===== src/rtl/stick_round_sequencer_pkg.sv =====
`default_nettype none
// ============================================================================
//  Module   : stick_round_sequencer_pkg
//  Purpose  : Shared types, state encoding and geometry constants for the
//             stick-game round sequencer.
//  Revision : 1.0  initial release
// ============================================================================
package stick_round_sequencer_pkg;

    typedef logic [9:0]  coord_t;   // on-screen coordinate / length
    typedef logic [10:0] wide_t;    // one extra bit so sums never wrap
    typedef logic [2:0]  state_t;

    // Round state encoding (also exported to the renderer as state_o)
    localparam state_t c_IDLE    = 3'd0;
    localparam state_t c_READY   = 3'd1;
    localparam state_t c_GROW    = 3'd2;
    localparam state_t c_JUDGE   = 3'd3;
    localparam state_t c_ANIM    = 3'd4;
    localparam state_t c_ADVANCE = 3'd5;
    localparam state_t c_OVER    = 3'd6;

    // Screen geometry, hCount/vCount units
    localparam int c_X_MIN    = 144;
    localparam int c_X_MAX    = 784;
    localparam int c_PLAT_Y   = 515;
    localparam int c_ANCHOR_X = 400;

    // Platform layout restored on reset and on restart after game over
    localparam coord_t c_RST_CURR_X = 10'd200;
    localparam coord_t c_RST_CURR_W = 10'd200;
    localparam coord_t c_RST_NEXT_X = 10'd500;
    localparam coord_t c_RST_NEXT_W = 10'd200;

endpackage : stick_round_sequencer_pkg
`default_nettype wire


===== src/rtl/stick_round_sequencer_if.sv =====
`default_nettype none
// ============================================================================
//  Module   : stick_round_sequencer_if
//  Purpose  : Player inputs, renderer handshake and game-state bus between
//             the round sequencer (master) and the renderer side (slave).
//  Revision : 1.0  initial release
// ============================================================================
interface stick_round_sequencer_if;
    import stick_round_sequencer_pkg::*;

    logic        tick;
    logic        btn_up;
    logic        anim_ack;
    logic        anim_req;
    logic        anim_kind;
    coord_t      anim_dist;
    coord_t      stick_len;
    coord_t      curr_x;
    coord_t      curr_w;
    coord_t      next_x;
    coord_t      next_w;
    logic [3:0]  score_tens;
    logic [3:0]  score_ones;
    logic        hit;
    logic        game_over;
    state_t      state_o;

    modport master (
        input  tick, btn_up, anim_ack,
        output anim_req, anim_kind, anim_dist, stick_len,
               curr_x, curr_w, next_x, next_w,
               score_tens, score_ones, hit, game_over, state_o
    );

    modport slave (
        output tick, btn_up, anim_ack,
        input  anim_req, anim_kind, anim_dist, stick_len,
               curr_x, curr_w, next_x, next_w,
               score_tens, score_ones, hit, game_over, state_o
    );

endinterface : stick_round_sequencer_if
`default_nettype wire


===== src/rtl/stick_round_sequencer_plat_lfsr.sv =====
`default_nettype none
// ============================================================================
//  Module   : plat_lfsr
//  Purpose  : Free-running 16-bit Galois LFSR feeding platform generation.
//             Steps every clock so results depend on player timing.
//  Revision : 1.0  initial release
// ============================================================================
module plat_lfsr #(
    parameter logic [15:0] SEED = 16'hACE1,   // must be non-zero
    parameter logic [15:0] TAPS = 16'hB400
)(
    input  wire logic       clk,
    input  wire logic       rst_n,
    output logic [7:0]      o_rnd_w,     // width field, lfsr[7:0]
    output logic [6:0]      o_rnd_gap    // gap field,   lfsr[14:8]
);

    logic [15:0] r_lfsr;

    // Shift right, folding the tap mask in when a one falls out of bit 0
    always_ff @(posedge clk or negedge rst_n) begin
        if (!rst_n) begin
            r_lfsr <= SEED;
        end else begin
            r_lfsr <= {1'b0, r_lfsr[15:1]} ^ (r_lfsr[0] ? TAPS : 16'h0000);
        end
    end

    assign o_rnd_w   = r_lfsr[7:0];
    assign o_rnd_gap = r_lfsr[14:8];

endmodule : plat_lfsr
`default_nettype wire


===== src/rtl/stick_round_sequencer.sv =====
`default_nettype none
// ============================================================================
//  Module   : stick_round_sequencer
//  Purpose  : Round scheduler for the stick game: waits for a press, grows
//             the stick, judges the landing, hands one walk/fall job to the
//             renderer, then scores and generates the next platform.
//  Revision : 1.0  initial release
// ============================================================================
module stick_round_sequencer
    import stick_round_sequencer_pkg::*;
#(
    parameter int          X_MIN     = c_X_MIN,
    parameter int          ANCHOR_X  = c_ANCHOR_X,
    parameter int          STICK_MAX = 400,
    parameter int          GROW_STEP = 1,
    parameter int          W_MIN     = 20,
    parameter int          GAP_MIN   = 35,
    parameter logic [15:0] LFSR_SEED = 16'hACE1
)(
    input  wire logic               clk,
    input  wire logic               rst_n,
    stick_round_sequencer_if.master bus
);

    state_t     r_state, w_next_state;
    coord_t     r_stick, r_cx, r_cw, r_nx, r_nw;
    logic       r_anim_req, r_anim_kind;
    coord_t     r_anim_dist;
    logic [3:0] r_tens, r_ones, w_tens_new, w_ones_new;
    logic [1:0] w_shift;
    logic [7:0] w_rnd_w;
    logic [6:0] w_rnd_gap;

    wide_t      w_tip, w_gap, w_stick_w, w_reach, w_stick_inc;
    logic       w_hit_c, w_grow_tick, w_restart;
    coord_t     w_walk_dist, w_stick_next, w_nw_new, w_nx_new, w_cx_new;

    plat_lfsr #(
        .SEED      (LFSR_SEED)
    ) u_lfsr (
        .clk       (clk),
        .rst_n     (rst_n),
        .o_rnd_w   (w_rnd_w),
        .o_rnd_gap (w_rnd_gap)
    );

    // Landing judgement in 11-bit arithmetic; walk distance = gap + next_w
    assign w_tip       = {1'b0, r_cx} + {1'b0, r_cw};
    assign w_gap       = {1'b0, r_nx} - w_tip;
    assign w_stick_w   = {1'b0, r_stick};
    assign w_reach     = w_gap + {1'b0, r_nw};
    assign w_hit_c     = (w_gap <= w_stick_w) && (w_stick_w <= w_reach);
    assign w_walk_dist = coord_t'(w_reach);

    assign w_stick_inc  = w_stick_w + wide_t'(GROW_STEP);
    assign w_stick_next = (w_stick_inc > wide_t'(STICK_MAX)) ? coord_t'(STICK_MAX)
                                                              : coord_t'(w_stick_inc);

    assign w_grow_tick = (r_state == c_GROW) && bus.tick && bus.btn_up;
    assign w_restart   = (r_state == c_OVER) && bus.tick && bus.btn_up;

    // BCD increment saturating at 99, plus difficulty shift from the new tens
    always_comb begin
        w_tens_new = r_tens;
        w_ones_new = r_ones;
        if (!(r_tens == 4'd9 && r_ones == 4'd9)) begin
            if (r_ones == 4'd9) begin
                w_ones_new = 4'd0;
                w_tens_new = r_tens + 4'd1;
            end else begin
                w_ones_new = r_ones + 4'd1;
            end
        end
        if (w_tens_new >= 4'd2)      w_shift = 2'd3;
        else if (w_tens_new == 4'd1) w_shift = 2'd2;
        else                         w_shift = 2'd1;
    end

    // Next platform geometry; the new current platform ends at the anchor
    assign w_nw_new = coord_t'(W_MIN) + {2'b00, (w_rnd_w >> w_shift)};
    assign w_nx_new = coord_t'(ANCHOR_X + GAP_MIN) + {3'b000, w_rnd_gap};
    assign w_cx_new = (({1'b0, r_nw} + wide_t'(X_MIN)) > wide_t'(ANCHOR_X))
                      ? coord_t'(X_MIN) : (coord_t'(ANCHOR_X) - r_nw);

    // State register
    always_ff @(posedge clk or negedge rst_n) begin
        if (!rst_n) r_state <= c_IDLE;
        else        r_state <= w_next_state;
    end

    // Next-state logic; btn_up only matters in the player-paced states
    always_comb begin
        w_next_state = r_state;
        case (r_state)
            c_IDLE:    if (bus.tick && !bus.btn_up) w_next_state = c_READY;
            c_READY:   if (bus.tick &&  bus.btn_up) w_next_state = c_GROW;
            c_GROW:    if (bus.tick && !bus.btn_up) w_next_state = c_JUDGE;
            c_JUDGE:   w_next_state = c_ANIM;
            c_ANIM:    if (bus.anim_ack) w_next_state = r_anim_kind ? c_OVER : c_ADVANCE;
            c_ADVANCE: w_next_state = c_READY;
            c_OVER:    if (bus.tick &&  bus.btn_up) w_next_state = c_IDLE;
            default:   w_next_state = c_IDLE;
        endcase
    end

    // State-decoded outputs
    always_comb begin
        bus.hit       = (r_state == c_ADVANCE);
        bus.game_over = (r_state == c_OVER);
        bus.state_o   = r_state;
    end

    // Stick grows while held, cleared when a round is scored or the game restarts
    always_ff @(posedge clk or negedge rst_n) begin
        if (!rst_n) begin
            r_stick <= '0;
        end else if (w_grow_tick) begin
            r_stick <= w_stick_next;
        end else if (r_state == c_ADVANCE || w_restart) begin
            r_stick <= '0;
        end
    end

    // Animation job: issued in JUDGE, held until the renderer acknowledges
    always_ff @(posedge clk or negedge rst_n) begin
        if (!rst_n) begin
            r_anim_req  <= 1'b0;
            r_anim_kind <= 1'b0;
            r_anim_dist <= '0;
        end else if (r_state == c_JUDGE) begin
            r_anim_req  <= 1'b1;
            r_anim_kind <= !w_hit_c;
            r_anim_dist <= w_hit_c ? w_walk_dist : r_stick;
        end else if (r_state == c_ANIM && bus.anim_ack) begin
            r_anim_req  <= 1'b0;
        end
    end

    // Platform geometry: shifts left on a hit, restored on restart
    always_ff @(posedge clk or negedge rst_n) begin
        if (!rst_n) begin
            r_cx <= c_RST_CURR_X;
            r_cw <= c_RST_CURR_W;
            r_nx <= c_RST_NEXT_X;
            r_nw <= c_RST_NEXT_W;
        end else if (r_state == c_ADVANCE) begin
            r_cx <= w_cx_new;
            r_cw <= r_nw;
            r_nx <= w_nx_new;
            r_nw <= w_nw_new;
        end else if (w_restart) begin
            r_cx <= c_RST_CURR_X;
            r_cw <= c_RST_CURR_W;
            r_nx <= c_RST_NEXT_X;
            r_nw <= c_RST_NEXT_W;
        end
    end

    // BCD score: +1 per hit, held through OVER for display, cleared on restart
    always_ff @(posedge clk or negedge rst_n) begin
        if (!rst_n) begin
            r_tens <= 4'd0;
            r_ones <= 4'd0;
        end else if (r_state == c_ADVANCE) begin
            r_tens <= w_tens_new;
            r_ones <= w_ones_new;
        end else if (w_restart) begin
            r_tens <= 4'd0;
            r_ones <= 4'd0;
        end
    end

    assign bus.anim_req   = r_anim_req;
    assign bus.anim_kind  = r_anim_kind;
    assign bus.anim_dist  = r_anim_dist;
    assign bus.stick_len  = r_stick;
    assign bus.curr_x     = r_cx;
    assign bus.curr_w     = r_cw;
    assign bus.next_x     = r_nx;
    assign bus.next_w     = r_nw;
    assign bus.score_tens = r_tens;
    assign bus.score_ones = r_ones;

endmodule : stick_round_sequencer
`default_nettype wire

===== src/flat_wrapper.sv =====
// flat-port wrapper written by rule: the top's interface ports become plain ports
module stick_round_sequencer_flat import stick_round_sequencer_pkg::*;
#(
    parameter int          X_MIN     = c_X_MIN,
    parameter int          ANCHOR_X  = c_ANCHOR_X,
    parameter int          STICK_MAX = 400,
    parameter int          GROW_STEP = 1,
    parameter int          W_MIN     = 20,
    parameter int          GAP_MIN   = 35,
    parameter logic [15:0] LFSR_SEED = 16'hACE1
)
  (clk, rst_n, bus_tick, bus_btn_up, bus_anim_ack, bus_anim_req, bus_anim_kind, bus_anim_dist, bus_stick_len, bus_curr_x, bus_curr_w, bus_next_x, bus_next_w, bus_score_tens, bus_score_ones, bus_hit, bus_game_over, bus_state_o);
  stick_round_sequencer_if bus_i ();
  input  wire logic clk;
  input  wire logic rst_n;
  input wire logic [$bits(bus_i.tick)-1:0] bus_tick;
  input wire logic [$bits(bus_i.btn_up)-1:0] bus_btn_up;
  input wire logic [$bits(bus_i.anim_ack)-1:0] bus_anim_ack;
  output wire logic [$bits(bus_i.anim_req)-1:0] bus_anim_req;
  output wire logic [$bits(bus_i.anim_kind)-1:0] bus_anim_kind;
  output wire logic [$bits(bus_i.anim_dist)-1:0] bus_anim_dist;
  output wire logic [$bits(bus_i.stick_len)-1:0] bus_stick_len;
  output wire logic [$bits(bus_i.curr_x)-1:0] bus_curr_x;
  output wire logic [$bits(bus_i.curr_w)-1:0] bus_curr_w;
  output wire logic [$bits(bus_i.next_x)-1:0] bus_next_x;
  output wire logic [$bits(bus_i.next_w)-1:0] bus_next_w;
  output wire logic [$bits(bus_i.score_tens)-1:0] bus_score_tens;
  output wire logic [$bits(bus_i.score_ones)-1:0] bus_score_ones;
  output wire logic [$bits(bus_i.hit)-1:0] bus_hit;
  output wire logic [$bits(bus_i.game_over)-1:0] bus_game_over;
  output wire logic [$bits(bus_i.state_o)-1:0] bus_state_o;
  assign bus_i.tick = bus_tick;
  assign bus_i.btn_up = bus_btn_up;
  assign bus_i.anim_ack = bus_anim_ack;
  assign bus_anim_req = bus_i.anim_req;
  assign bus_anim_kind = bus_i.anim_kind;
  assign bus_anim_dist = bus_i.anim_dist;
  assign bus_stick_len = bus_i.stick_len;
  assign bus_curr_x = bus_i.curr_x;
  assign bus_curr_w = bus_i.curr_w;
  assign bus_next_x = bus_i.next_x;
  assign bus_next_w = bus_i.next_w;
  assign bus_score_tens = bus_i.score_tens;
  assign bus_score_ones = bus_i.score_ones;
  assign bus_hit = bus_i.hit;
  assign bus_game_over = bus_i.game_over;
  assign bus_state_o = bus_i.state_o;
  stick_round_sequencer #(.X_MIN(X_MIN), .ANCHOR_X(ANCHOR_X), .STICK_MAX(STICK_MAX), .GROW_STEP(GROW_STEP), .W_MIN(W_MIN), .GAP_MIN(GAP_MIN), .LFSR_SEED(LFSR_SEED)) u_core (.clk(clk), .rst_n(rst_n), .bus(bus_i));
endmodule

===== config.mk =====
export PLATFORM = sky130hd
export DESIGN_NAME = stick_round_sequencer_flat
export DESIGN_NICKNAME = d
export VERILOG_FILES = /design/src/rtl/stick_round_sequencer_pkg.sv /design/src/rtl/stick_round_sequencer_if.sv /design/src/rtl/stick_round_sequencer_plat_lfsr.sv /design/src/rtl/stick_round_sequencer.sv /design/src/flat_wrapper.sv
export SDC_FILE = /design/constraint.sdc
export NUM_CORES = 1
export LEC_CHECK = 0
export CAP_MARGIN = 5
export CORE_ASPECT_RATIO = 0.8
export CORE_MARGIN = 3
export CORE_UTILIZATION = 40
export CTS_CLUSTER_SIZE = 12
export DETAILED_ROUTE_END_ITERATION = 10
export PLACE_DENSITY = 0.63
export SLEW_MARGIN = 30
export SYNTH_ARGS = -nofsm -noshare
export SYNTH_HDL_FRONTEND = slang
export SYNTH_SLANG_ARGS = --single-unit

===== constraint.sdc =====
create_clock -name clk -period 7.8 [get_ports clk]
set_input_delay 1.56 -clock clk [delete_from_list [all_inputs] [get_ports clk]]
set_output_delay 1.56 -clock clk [all_outputs]
set_load 0.005 [all_outputs]

==> reports/metrics.yaml <==
finalNetCount: 784
die_h_microns: 115
path_class: "flip-flop to flip-flop"
async_flop_share_pct: 100
finalCriticalPeriod_ps: 6260
gp_congestion: 0.911
hold_viol_final: 0
status: "finished, final reports clean"
fin_skew_ps: 13.0
reg2reg_setup_slack_ps: 1540
max_slew.worst_pin.slew_ps: 930
htree_levels: 3
hp-class: "flip-flop to flip-flop"
clockBufferDepth: 2
grt_antenna_before_repair: 0
ant_nets: 0
clock_sinks: 87
arrival_ps: 6540
rsz0062_at_grt: "false"
whs_ps: 394
cts_setup_buffers: 0
yosysSeqAreaShare_pct: 37.1
cp-start-kind: "flip-flop"
setup_viol_count_final: 0
die_w_microns: 142
io_buffer_count: 77
fmaxAchievable_mhz: 160
netlist_area_sq_um: 5950
synth_ff_type: "dfrtp_1"
crit_fanout: 16
wl_per_cell_microns: 17.8
synth_seq_cells: 87
clk_pin_slew_ps: 70
cts_tree: "built"
hold_depth: 0
crit_start: "u_core.bus.next_x[0]$_DFFE_PN0P_"
grt_start_max_net_pins: 60
finalCritPeriodShare_pct: 80.3
tns_ps: 0
maxCapViolations: 0
initial_core_util_pct: 41.3
r2r-start: "u_core.bus.next_x[0]$_DFFE_PN0P_"
syn_inst: 647
core_sq_um: 14400
layout-drive-gt1-share_pct: 7.91
synth_cell_type_count: 69
numCtsBuffers: 9
clk_latency_ps: 350
grt_first_pass_wirelength_mm: 26.4
syn_to_final_growth_pct: 20.8
cts_hold_buf: 0
first_pass_iters: 5
cts.repair.resized: 0
ios: 80
hold_end: "u_core.u_lfsr.r_lfsr[14]$_DFF_PN0_"
dieArea_sq_um: 16400
drc: 0
vias_per_cell: 5.72
first_global_vias: 5129
num_rows: 39
crit_path_end_kind: "flip-flop"
rr_worst_depth: 23
min_from: "u_core.u_lfsr.r_lfsr[15]$_DFF_PN1_"
hpwl_mm: 11.9
root_buffer: "clkbuf_16"
required_ps: 8080
slew_headroom_pct: 37.9
syn_avg_cell_area_sq_um: 9.19
track_usage_pct: 20.2
vias: 5174
report.final.slew_viol_count: 0
drt_iter0_drc: 392
r2r_end: "u_core.bus.anim_dist[9]$_DFFE_PN0P_"
synth_edf_count: 0
grt_overflow: 0
synth_warnings: 0
antenna_cells: 0
wl_mm: 16.1
## layout by cell type (no fill, tap or decap), types with 18 or more instances in the layout
cell type and count:
clkdlybuf4s50_1 76, dfrtp_1 64, nand2_1 55, ha_1 53, inv_1 49, o21ai_0 49
a21oi_1 46, nor2_1 38, dfstp_2 23, xnor2_1 18
## cell usage after synthesis (10+ instances only)
cell type  count  area (sq um)
dfstp_2       23           604
nand3_1       13          65.1
o211ai_1      10          75.1
xnor2_1       18           158
dfrtp_1       64          1600
or3_1         10          62.6
clkbuf_1      18          67.6
a31oi_1       15          93.8
inv_1         49           184
nor2_1        39           146
a21o_1        12          90.1
ha_1          53           663
o22ai_1       10          62.6
fa_1          10           200
o21ai_0       49           245
a21oi_1       46           230
xor2_1        17           149
nand2_1       55           206
## critical path, cell delays in order, from the launching register on
cell and delay (ps):
dfrtp_1 350, inv_1 80, fa_1 560, inv_1 50
ha_1 180, or2_2 310, fa_1 430, a211o_1 350
a211oi_1 340, o21ai_0 150, a21oi_1 190, xnor2_1 190
ha_1 330, a21oi_1 150, o21ai_0 110, xnor2_1 260
ha_1 320, a2111oi_0 380, o21ai_0 160, o211ai_1 370
or2_2 210, nor2_1 170, or4_1 450, nand3_1 90
## layout make-up
class	instances	area, sq um
fillers	1334	7210
multi-input cells	488	3460
flip-flops and latches	87	2210
repair buffers	81	798
well taps	184	230
clock buffers	10	229
inverters	49	184
clock inverters	6	76.3
## cell families after synthesis
kind of cell / share of synthesized area, %
xor gates and xnor gates: 5.43
buffers and inverters: 4.90
muxes: 0.842
other: 0.0631
AOI/OAI and AO/OA: 21.5
DFF: 37.1
and+or+nand+nor: 15.7
adders and majority gates: 14.5
## worst max path at each step
stage | cells past startpoint | endpoint | slack [ps]
floorplan | 25 | u_core.bus.anim_dist[7]$_DFFE_PN0P_ | 2160
global placement | 23 | u_core.bus.anim_dist[9]$_DFFE_PN0P_ | 1920
detailed placement | 23 | u_core.bus.anim_dist[3]$_DFFE_PN0P_ | 1640
CTS | 23 | u_core.bus.anim_dist[9]$_DFFE_PN0P_ | 1560
global route | 23 | u_core.bus.anim_dist[3]$_DFFE_PN0P_ | 1040
finish | 23 | u_core.bus.anim_dist[9]$_DFFE_PN0P_ | 1540
## flip-flops by register name, indices dropped and copies added (netlist names)
signal	flops
u_core.bus.anim_dist	10
u_core.bus.anim_kind	1
u_core.bus.anim_req	1
u_core.bus.curr_w	9
u_core.bus.curr_x	10
u_core.bus.next_w	9
u_core.bus.next_x	10
u_core.bus.score_ones	4
u_core.bus.score_tens	4
u_core.bus.state_o	3
u_core.bus.stick_len	10
u_core.u_lfsr.r_lfsr	16
## layer usage
metal | vias up | routed length, microns | GRT usage [%]
met4 | 0 | 200 | 4.75
met5 | - | 0 | 0
met2 | 149 | 7410 | 32.7
li1 | 2478 | - | -
met3 | 17 | 815 | 3.70
met1 | 2530 | 7640 | 28.4
## per-stage QoR
stage / setup slack, ps / util [%] / instance area [sq um] / instances
after floorplan: 2160 / - / 5950 / 648
after global placement: 1920 / 47.8 / 6880 / 889
after detailed placement: 1640 / 47.8 / 6880 / 889
after CTS: 1560 / 49.9 / 7180 / 905
after global routing: 1040 / 49.9 / 7190 / 905
final: 1540 / 49.9 / 7190 / 905
Power is left out: the tool's default activity adds up to more than one toggle a clock period on the data nets, which glitch-free logic cannot reach.
